--- src/rtl/dataflow_stall_watchdog_if.sv ---
// Report channel between the stall watchdog and its consumer.
//   report_valid : report available (watchdog -> consumer)
//   report_ready : consumer accepts the report (consumer -> watchdog)
//   report_code  : 2'b01 AXI-stream stall, 2'b10 channel-only deadlock
//   report_idx   : lowest-indexed blocked process
//   report_mask  : snapshot of the per-process blocked vector
interface dataflow_stall_watchdog_if #(
  parameter int N_PROC = 13,
  parameter int IDX_W  = 4
);
  logic              report_valid;
  logic              report_ready;
  logic [1:0]        report_code;
  logic [IDX_W-1:0]  report_idx;
  logic [N_PROC-1:0] report_mask;

  modport master (
    output report_valid,
    output report_code,
    output report_idx,
    output report_mask,
    input  report_ready
  );

  modport slave (
    input  report_valid,
    input  report_code,
    input  report_idx,
    input  report_mask,
    output report_ready
  );
endinterface

--- src/rtl/dataflow_stall_watchdog.sv ---
// Dataflow stall watchdog. Watches per-process idle / channel-block /
// AXI-stream-block vectors, qualifies a global stop over a programmable
// window, issues one report over a valid/ready channel and then holds
// halt until software pulses clear.
// Ports:
//   clock, reset        : clock, synchronous active-high reset
//   enable              : arms the watchdog
//   clear               : pulse; releases HALTED and zeroes stop_cycles
//   window              : consecutive stop cycles required (0 acts as 1)
//   proc_idle/_chan_block/_axis_block : per-process status vectors
//   rpt (master)        : report handshake and latched report fields
//   halt                : stop request to the harness
//   stop_cycles         : saturating count of sampled stop cycles
//   state               : current FSM state, for debug
module dataflow_stall_watchdog #(
  parameter int N_PROC = 13,
  parameter int IDX_W  = 4,
  parameter int WIN_W  = 16,
  parameter int CNT_W  = 32
) (
  input  logic                      clock,
  input  logic                      reset,
  input  logic                      enable,
  input  logic                      clear,
  input  logic [WIN_W-1:0]          window,
  input  logic [N_PROC-1:0]         proc_idle,
  input  logic [N_PROC-1:0]         proc_chan_block,
  input  logic [N_PROC-1:0]         proc_axis_block,
  dataflow_stall_watchdog_if.master rpt,
  output logic                      halt,
  output logic [CNT_W-1:0]          stop_cycles,
  output logic [1:0]                state
);

  typedef enum logic [1:0] {
    DISABLED = 2'd0,
    WATCH    = 2'd1,
    REPORT   = 2'd2,
    HALTED   = 2'd3
  } state_t;

  state_t            state_r, state_s;
  logic [WIN_W-1:0]  run_r, run_s;
  logic [N_PROC-1:0] blocked_s;
  logic              stop_s;
  logic [WIN_W:0]    w_eff_s;
  logic [WIN_W:0]    run_inc_s;

  // Index of the lowest set bit; scanning downward lets the lowest win.
  function automatic logic [IDX_W-1:0] lowest_set(input logic [N_PROC-1:0] v);
    logic [IDX_W-1:0] idx;
    idx = '0;
    for (int i = N_PROC - 1; i >= 0; i--) begin
      if (v[i]) idx = IDX_W'(i);
    end
    return idx;
  endfunction

  // Global stop term and effective window (one bit wider so run+1 never wraps).
  always_comb begin
    blocked_s = proc_chan_block | proc_axis_block;
    stop_s    = (&(proc_idle | blocked_s)) & (|blocked_s);
    if (window == {WIN_W{1'b0}}) begin
      w_eff_s = {{WIN_W{1'b0}}, 1'b1};
    end else begin
      w_eff_s = {1'b0, window};
    end
    run_inc_s = {1'b0, run_r} + {{WIN_W{1'b0}}, 1'b1};
  end

  // Next-state and qualification counter. A run that already meets a
  // freshly lowered window reports on the next stop edge via the >= compare.
  always_comb begin
    state_s = state_r;
    run_s   = run_r;
    case (state_r)
      DISABLED: begin
        run_s = '0;
        if (enable) state_s = WATCH;
        else        state_s = DISABLED;
      end
      WATCH: begin
        if (!enable) begin
          state_s = DISABLED;
          run_s   = '0;
        end else if (stop_s) begin
          if (run_inc_s >= w_eff_s) begin
            state_s = REPORT;
            run_s   = '0;
          end else begin
            run_s   = run_inc_s[WIN_W-1:0];
          end
        end else begin
          run_s = '0;
        end
      end
      REPORT: begin
        // report_valid is 1 throughout REPORT, so ready alone completes it;
        // a coincident clear has no effect here.
        run_s = '0;
        if (rpt.report_ready) state_s = HALTED;
        else                  state_s = REPORT;
      end
      HALTED: begin
        run_s = '0;
        if (clear) state_s = WATCH;
        else       state_s = HALTED;
      end
      default: begin
        state_s = DISABLED;
        run_s   = '0;
      end
    endcase
  end

  // State, registered outputs, report snapshot and stop statistics.
  always_ff @(posedge clock) begin
    if (reset) begin
      state_r          <= DISABLED;
      run_r            <= '0;
      rpt.report_valid <= 1'b0;
      rpt.report_code  <= 2'b00;
      rpt.report_idx   <= '0;
      rpt.report_mask  <= '0;
      halt             <= 1'b0;
      stop_cycles      <= '0;
    end else begin
      state_r          <= state_s;
      run_r            <= run_s;
      rpt.report_valid <= (state_s == REPORT);
      halt             <= (state_s == HALTED);
      if ((state_r != REPORT) && (state_s == REPORT)) begin
        rpt.report_mask <= blocked_s;
        rpt.report_idx  <= lowest_set(blocked_s);
        rpt.report_code <= (|proc_axis_block) ? 2'b01 : 2'b10;
      end
      if (clear) begin
        stop_cycles <= '0;
      end else if ((state_r != DISABLED) && stop_s && (stop_cycles != {CNT_W{1'b1}})) begin
        stop_cycles <= stop_cycles + {{(CNT_W-1){1'b0}}, 1'b1};
      end
    end
  end

  assign state = state_r;

endmodule

--- src/flat_wrapper.sv ---
// flat-port wrapper written by rule: the top's interface ports become plain ports
module dataflow_stall_watchdog_flat 
#(
  parameter int N_PROC = 13,
  parameter int IDX_W  = 4,
  parameter int WIN_W  = 16,
  parameter int CNT_W  = 32
)
  (clock, reset, enable, clear, window, proc_idle, proc_chan_block, proc_axis_block, halt, stop_cycles, state, rpt_report_valid, rpt_report_code, rpt_report_idx, rpt_report_mask, rpt_report_ready);
  dataflow_stall_watchdog_if #(.N_PROC(N_PROC), .IDX_W(IDX_W)) rpt_i ();
  input  logic clock;
  input  logic reset;
  input  logic enable;
  input  logic clear;
  input  logic [WIN_W-1:0] window;
  input  logic [N_PROC-1:0] proc_idle;
  input  logic [N_PROC-1:0] proc_chan_block;
  input  logic [N_PROC-1:0] proc_axis_block;
  output logic halt;
  output logic [CNT_W-1:0] stop_cycles;
  output logic [1:0] state;
  output wire logic [$bits(rpt_i.report_valid)-1:0] rpt_report_valid;
  output wire logic [$bits(rpt_i.report_code)-1:0] rpt_report_code;
  output wire logic [$bits(rpt_i.report_idx)-1:0] rpt_report_idx;
  output wire logic [$bits(rpt_i.report_mask)-1:0] rpt_report_mask;
  input wire logic [$bits(rpt_i.report_ready)-1:0] rpt_report_ready;
  assign rpt_report_valid = rpt_i.report_valid;
  assign rpt_report_code = rpt_i.report_code;
  assign rpt_report_idx = rpt_i.report_idx;
  assign rpt_report_mask = rpt_i.report_mask;
  assign rpt_i.report_ready = rpt_report_ready;
  dataflow_stall_watchdog #(.N_PROC(N_PROC), .IDX_W(IDX_W), .WIN_W(WIN_W), .CNT_W(CNT_W)) u_core (.clock(clock), .reset(reset), .enable(enable), .clear(clear), .window(window), .proc_idle(proc_idle), .proc_chan_block(proc_chan_block), .proc_axis_block(proc_axis_block), .rpt(rpt_i), .halt(halt), .stop_cycles(stop_cycles), .state(state));
endmodule
--- config.mk ---
export PLATFORM = sky130hd
export DESIGN_NAME = dataflow_stall_watchdog_flat
export DESIGN_NICKNAME = d
export VERILOG_FILES = /design/src/rtl/dataflow_stall_watchdog_if.sv /design/src/rtl/dataflow_stall_watchdog.sv /design/src/flat_wrapper.sv
export SDC_FILE = /design/constraint.sdc
export NUM_CORES = 1
export LEC_CHECK = 0
export CORE_MARGIN = 4
export CORE_UTILIZATION = 48
export CTS_CLUSTER_SIZE = 8
export DETAILED_ROUTE_END_ITERATION = 12
export PLACE_DENSITY = 0.8
export SETUP_SLACK_MARGIN = 0.15
export SLEW_MARGIN = 10
export SYNTH_ARGS = -nofsm -noshare
export SYNTH_HDL_FRONTEND = slang
export SYNTH_SLANG_ARGS = --single-unit
export TNS_END_PERCENT = 20
--- constraint.sdc ---
create_clock -name clock -period 4 [get_ports clock]
set_clock_uncertainty 0.05 [all_clocks]
set_input_delay 0.6 -clock clock [delete_from_list [all_inputs] [get_ports clock]]
set_output_delay 0.6 -clock clock [all_outputs]
set_load 0.03 [all_outputs]
==> Word-level counts from Yosys, hierarchy flattened <==
Index checks and enable logic that the tools add are counted.
W data, S select, Z words.
{ "word_totals": {"reg_bits": 71, "wordCells": 58, "in_bits": 60} }
{ "classes": {"addsub": 2, "bitwise_logic": 3, "magnitude_cmp": 1, "n_reduce_logical": 11, "eq_ne": 7, "n_mux": 26} }
{ "ops": {"columns": ["op", "count"], "rows": [
  ["$mux W16", 4],
  ["$mux W4", 13],
  ["$add A32 B1 Y32 const B", 1],
  ["$ne A32 B32 Y1 const B", 1],
  ["$pmux W16 S2", 1],
  ["$or A13 B13 Y13", 2],
  ["$reduce_or A13 Y1", 2],
  ["$add A16 B1 Y17 const B", 1],
  ["$ge A17 B16 Y1", 1],
  ["$logic_not A16 Y1", 1],
  ["$reduce_and A13 Y1", 1],
  ["$mux W2", 5],
  ["$eq A2 B2 Y1 const B", 4],
  ["$pmux W2 S4", 1],
  ["$logic_and A1 B1 Y1", 3],
  ["$reduce_or A3 Y1", 1],
  ["$eq A2 B1 Y1 const B", 1],
  ["$logic_not A2 Y1", 1],
  ["$mux W1", 2],
  ["$ne A2 B2 Y1 const B", 1],
  ["$reduce_bool A2 Y1", 1],
  ["$reduce_or A2 Y1", 1],
  ["$and A1 B1 Y1", 1]
]} }

==> Depth between registers and ports, before layout <==
{ "logic_depth": {"ltp_word": 14, "depth_mapped": 16, "ltp_nobuf": 14} }

==> Worst setup path after synthesis <==
No wires, ideal clock.
{ "synth_timing": {"kind": "reg-to-reg", "start": "register u_core.run_r[2]", "end": "register u_core.rpt.report_mask[11]", "slack_ns": 0.812, "path_buffers": 2, "synth_period_minus_slack_ns": 3.188, "setup_ns": 0.087, "arrival_time_ns": 3.051, "path_stages_with_launch": 16, "cell_sequence": "dfxtp_1 > and4_1 > nand2_1 > nor2_1 > and3_1 > xor2_1 > ha_1 > a21oi_1 > a21boi_0 > o31a_1 > or3_1 > o211ai_1 > buf_4 > buf_2 > nand3b_1 > o31ai_1"} }
{ "synth_between": {"elab_chain_len": 8} }
{ "synth_rtl": {"columns": ["item", "line", "rtl"], "rows": [
  ["start: declaration", "dataflow_stall_watchdog.sv:43", "logic [WIN_W-1:0] run_r, run_s;"],
  ["start signal: assignment", "dataflow_stall_watchdog.sv:129", "run_r <= run_s;"],
  ["$add A16 B1 Y17", "dataflow_stall_watchdog.sv:68", "run_inc_s = {1'b0, run_r} + {{WIN_W{1'b0}}, 1'b1};"],
  ["named net u_core.run_inc_s[13]", "dataflow_stall_watchdog.sv:47", "logic [WIN_W:0] run_inc_s;"],
  ["$ge A17 B16 Y1", "dataflow_stall_watchdog.sv:87", "if (run_inc_s >= w_eff_s) begin"],
  ["$mux W2", "dataflow_stall_watchdog.sv:87", null],
  ["$mux W2", "dataflow_stall_watchdog.sv:86", "end else if (stop_s) begin"],
  ["$mux W2", "dataflow_stall_watchdog.sv:83", "if (!enable) begin"],
  ["$pmux W2 S4", "dataflow_stall_watchdog.sv:76", "case (state_r)"],
  ["$eq A2 B2 Y1", "dataflow_stall_watchdog.sv:132", "if ((state_r != REPORT) && (state_s == REPORT)) begin"],
  ["$logic_and A1 B1 Y1", "dataflow_stall_watchdog.sv:132", null],
  ["end signal: assignment", "dataflow_stall_watchdog.sv:133", "rpt.report_mask <= blocked_s;"],
  ["end: declaration", "dataflow_stall_watchdog_if.sv:21", "output report_mask,"]
]} }
The timed path passes the listed nets, and every way through them passes these cells.
A chain may end at the register's enable or synchronous reset.

==> Worst setup path after layout <==
{ "layout_timing": {"start": "register u_core.run_r[2]", "end": "register u_core.rpt.report_idx[1]"} }
{ "layout_between": {"elab_chain_len": 8} }
{ "layout_rtl": {"columns": ["item", "line", "rtl"], "rows": [
  ["$add A16 B1 Y17", "dataflow_stall_watchdog.sv:68", null],
  ["named net u_core.run_inc_s[13]", "dataflow_stall_watchdog.sv:47", null],
  ["$ge A17 B16 Y1", "dataflow_stall_watchdog.sv:87", null],
  ["$mux W2", "dataflow_stall_watchdog.sv:87", null],
  ["$mux W2", "dataflow_stall_watchdog.sv:86", null],
  ["$mux W2", "dataflow_stall_watchdog.sv:83", null],
  ["$pmux W2 S4", "dataflow_stall_watchdog.sv:76", null],
  ["$eq A2 B2 Y1", "dataflow_stall_watchdog.sv:132", null],
  ["$logic_and A1 B1 Y1", "dataflow_stall_watchdog.sv:132", null],
  ["end signal: assignment", "dataflow_stall_watchdog.sv:134", "rpt.report_idx <= lowest_set(blocked_s);"],
  ["end: declaration", "dataflow_stall_watchdog_if.sv:20", "output report_idx,"]
]} }
The timed path passes the listed nets, and every way through them passes these cells.

==> impl_metrics.json <==
{
  "max_stage_delay_ns": 0.43,
  "dp.cells": 672,
  "firstDrtPassIters": 4,
  "cts_sinks": 71,
  "hold_depth": 2,
  "worst_skew_pair.late_latency_ns": 0.34,
  "layout_common_cells": "114 x clkdlybuf4s50_1, 71 x dfxtp_1, 55 x nor2_1, 33 x nand2_1, 28 x nand4_1",
  "cpMaxStageDelayCell": "dfxtp_1",
  "dpl-instance-area_mm2": 0.005092,
  "critPathLaunchType": "flip-flop",
  "rr_endpoint": "u_core.rpt.report_idx[1]$_SDFFE_PP0P_",
  "first_iter_violations": 175,
  "cts_buffers": 9,
  "r2r-start": "u_core.run_r[2]$_SDFF_PP0_",
  "cp-end-kind": "flip-flop",
  "cts.clk_slew.worst_paths_ns": 0.08,
  "synth.cell_area_mm2": 0.003866,
  "ant_nets": 0,
  "drive_gt1_share_pct": 6.463,
  "place_ws_ns": 0.3442,
  "die_height_um": 97.75,
  "diodes": 0,
  "cts_root_buffer": "clkbuf_8",
  "status": "finished clean",
  "final_core_util_pct": 68.49,
  "core_mm2": 0.007767,
  "die_x_um": 97.75,
  "cp.arrival_ns": 3.76,
  "period_needed_ns": 3.588,
  "crit_fanout": 15,
  "fin_ws_ns": 0.4119,
  "rsz0062_at_grt": "false",
  "cts_buffer_depth": 2,
  "areaGrowthSynthToFinish_pct": 37.61,
  "cts_max_level": 3,
  "rrSetupSlack_ns": 0.41,
  "ys.flop_type": "dfxtp_1",
  "crit_type": "flip-flop to flip-flop",
  "dpl.hpwl_um": 8305,
  "worstMarginPinSlew_ns": 0.6613,
  "grt_usage_pct": 22.03,
  "syn-num-nets": 548,
  "period_share_pct": 89.70,
  "final_common_cell": "clkdlybuf4s50_1",
  "avgSynthCellArea_um2": 8.226,
  "routed_wirelength_um": 10600,
  "maxSlewHeadroom_pct": 55.57,
  "power_density_mw_per_mm2": 267.0,
  "synth.distinct_cells": 45,
  "grt_pass1_vias": 3870,
  "numPortBuffers": 114,
  "worst_hold_slack_ns": 0.4291,
  "synth_seq_area_share_pct": 36.76,
  "crit_path_cell_trace": "and4_1, nand2_1, nor2_1, and3_1, xor2_2, ha_1, a21oi_1, a21boi_0, o31a_1, or3_1, o211ai_1, clkbuf_8, mux2i_1, nor2_1",
  "cp_common_cell": "nor2_1",
  "rows": 32,
  "p_total_mw": 1.420,
  "leakage_nw": 2.022,
  "setup_viol": 0,
  "finalMaxSlewViolations": 0,
  "ys_ff_latch": 71,
  "fmax_ghz": 0.2787,
  "cp.required_ns": 4.18,
  "ir_drop_uv": 166.3,
  "fillCellCount": 628,
  "worst_hold_path_type": "flip-flop to flip-flop",
  "vias": 3899,
  "fin_nets": 661,
  "gp_congestion": 0.8890,
  "async_flop_share_pct": 0,
  "postCtsHoldBufs": 0,
  "grt_max_degree": 32,
  "hold_start": "u_core.rpt.report_code[1]$_SDFFE_PP0P_",
  "vias_per_cell": 5.651,
  "grt_first_pass_wirelength_um": 17560,
  "initial_core_util_pct": 49.77,
  "tns_ns": 0,
  "antenna_found_initial": 0,
  "drc": 0,
  "dieArea_mm2": 0.009554,
  "netlist_instances": 470,
  "io-pin-count": 115,
  "synth_edf_count": 0,
  "finalNonFillerCells": 690,
  "fin_area_mm2": 0.005320,
  "wl_per_cell_um": 15.37,
  "min_to": "u_core.rpt.report_code[1]$_SDFFE_PP0P_",
  "maxCapViolCount": 0,
  "yosysWarnings": 0,
  "overflow": 0,
  "cts_tree": "built",
  "hold_viol": 0,
  "reg2regPathDepth": 14
}
-- flip-flops by register name, indices dropped and copies added (netlist names) --
register,flops
u_core.rpt.report_valid,1
u_core.run_r,16
u_core.state,2
u_core.rpt.report_mask,13
u_core.stop_cycles,32
u_core.halt,1
u_core.rpt.report_idx,4
u_core.rpt.report_code,2
-- cells in the mapped netlist (3+ instances only) --
| library cell | number | share of area [%] |
|---|---|---|
| dfxtp_1 | 71 | 37 |
| o211ai_1 | 3 | 0.58 |
| nand3b_1 | 8 | 1.6 |
| inv_1 | 19 | 1.8 |
| mux2i_1 | 9 | 2.3 |
| or2_2 | 9 | 1.5 |
| buf_2 | 4 | 0.52 |
| nand2_1 | 33 | 3.2 |
| or4_1 | 4 | 0.78 |
| or3_1 | 13 | 2.1 |
| nor2_1 | 55 | 5.3 |
| a21oi_1 | 25 | 3.2 |
| nand4_1 | 28 | 4.5 |
| xnor2_1 | 13 | 2.9 |
| and2_1 | 3 | 0.49 |
| nand3_1 | 17 | 2.2 |
| nor2b_1 | 5 | 0.81 |
| clkbuf_1 | 12 | 1.2 |
| and3_1 | 21 | 3.4 |
| o21ai_0 | 18 | 2.3 |
| ha_1 | 18 | 5.8 |
| o31ai_1 | 8 | 1.6 |
| nor3_1 | 14 | 1.8 |
| and4_1 | 5 | 1.1 |
| xor2_1 | 19 | 4.3 |
| nor4_1 | 13 | 2.1 |
-- routing by layer --
layer | vias up | part of all wire, % | wire (um) | track usage, %
met5 | - | 0 | 0 | 0
met4 | 0 | 2.5 | 263 | 9.478
met3 | 23 | 5.2 | 556 | 4.143
met2 | 115 | 49 | 5224 | 38.53
met1 | 1845 | 43 | 4557 | 26.37
li1 | 1916 | - | - | -
-- critical path: cells and delay by family (launching register included) --
family | cells | cell delay [ns]
fa+ha+maj | 1 | 0.29
flops | 1 | 0.43
buf+inv | 1 | 0.27
mux | 1 | 0.22
compound gates | 4 | 0.78
simple gates | 6 | 1.23
xor+xnor | 1 | 0.21
-- worst max-delay path by stage --
stage,start,to,slack [ns],cells after the start
floorplan,u_core.run_r[2]$_SDFF_PP0_,u_core.rpt.report_mask[11]$_SDFFE_PP0P_,0.81,15
global placement,u_core.run_r[2]$_SDFF_PP0_,u_core.halt$_SDFF_PP0_,0.50,14
detailed placement,u_core.run_r[2]$_SDFF_PP0_,u_core.rpt.report_mask[3]$_SDFFE_PP0P_,0.34,14
CTS,u_core.run_r[2]$_SDFF_PP0_,u_core.rpt.report_mask[3]$_SDFFE_PP0P_,0.32,14
global route,u_core.run_r[2]$_SDFF_PP0_,u_core.rpt.report_mask[7]$_SDFFE_PP0P_,0.17,14
finish,u_core.run_r[2]$_SDFF_PP0_,u_core.rpt.report_idx[1]$_SDFFE_PP0P_,0.41,14
-- cells by family (layout without fill, tap and decap cells) --
kind of cell / Yosys count / after routing / synth area share [%]
compound gates: 65 / 65 / 10.23
xor+xnor: 32 / 32 / 7.249
fa+ha+maj: 18 / 18 / 5.825
buf+inv: 38 / 156 / 3.916
flops: 71 / 71 / 36.76
mux: 9 / 9 / 2.330
simple gates: 237 / 237 / 33.69
-- repair_timing --
action | CTS | global route
setup endpoints to repair | 0 | 17
endpoints found under the hold margin | 0 | 0
resized for setup | 0 | 3
setup buffers | 0 | 1
-- power breakdown --
| part | internal, mW | switching [mW] | leakage [nW] | total [mW] |
|---|---|---|---|---|
| combinational | 0.0747 | 0.0592 | 1.35 | 0.134 |
| sequential | 0.707 | 0.00121 | 0.572 | 0.708 |
| clock | 0.305 | 0.273 | 0.103 | 0.578 |
-- cell type report --
class                      instances  area (um2)  share of cell area (%)
sequential                        71        1421                   26.72
clock buffer                      11       141.4                   2.658
tap                              102       127.6                   2.399
timing repair buffer             121        1200                   22.55
inverter                          19       71.32                   1.341
multi-input combinational        361        2301                   43.25
clock inverter                     5       57.56                   1.082
No activity file was read; power rests on OpenSTA's default activity.
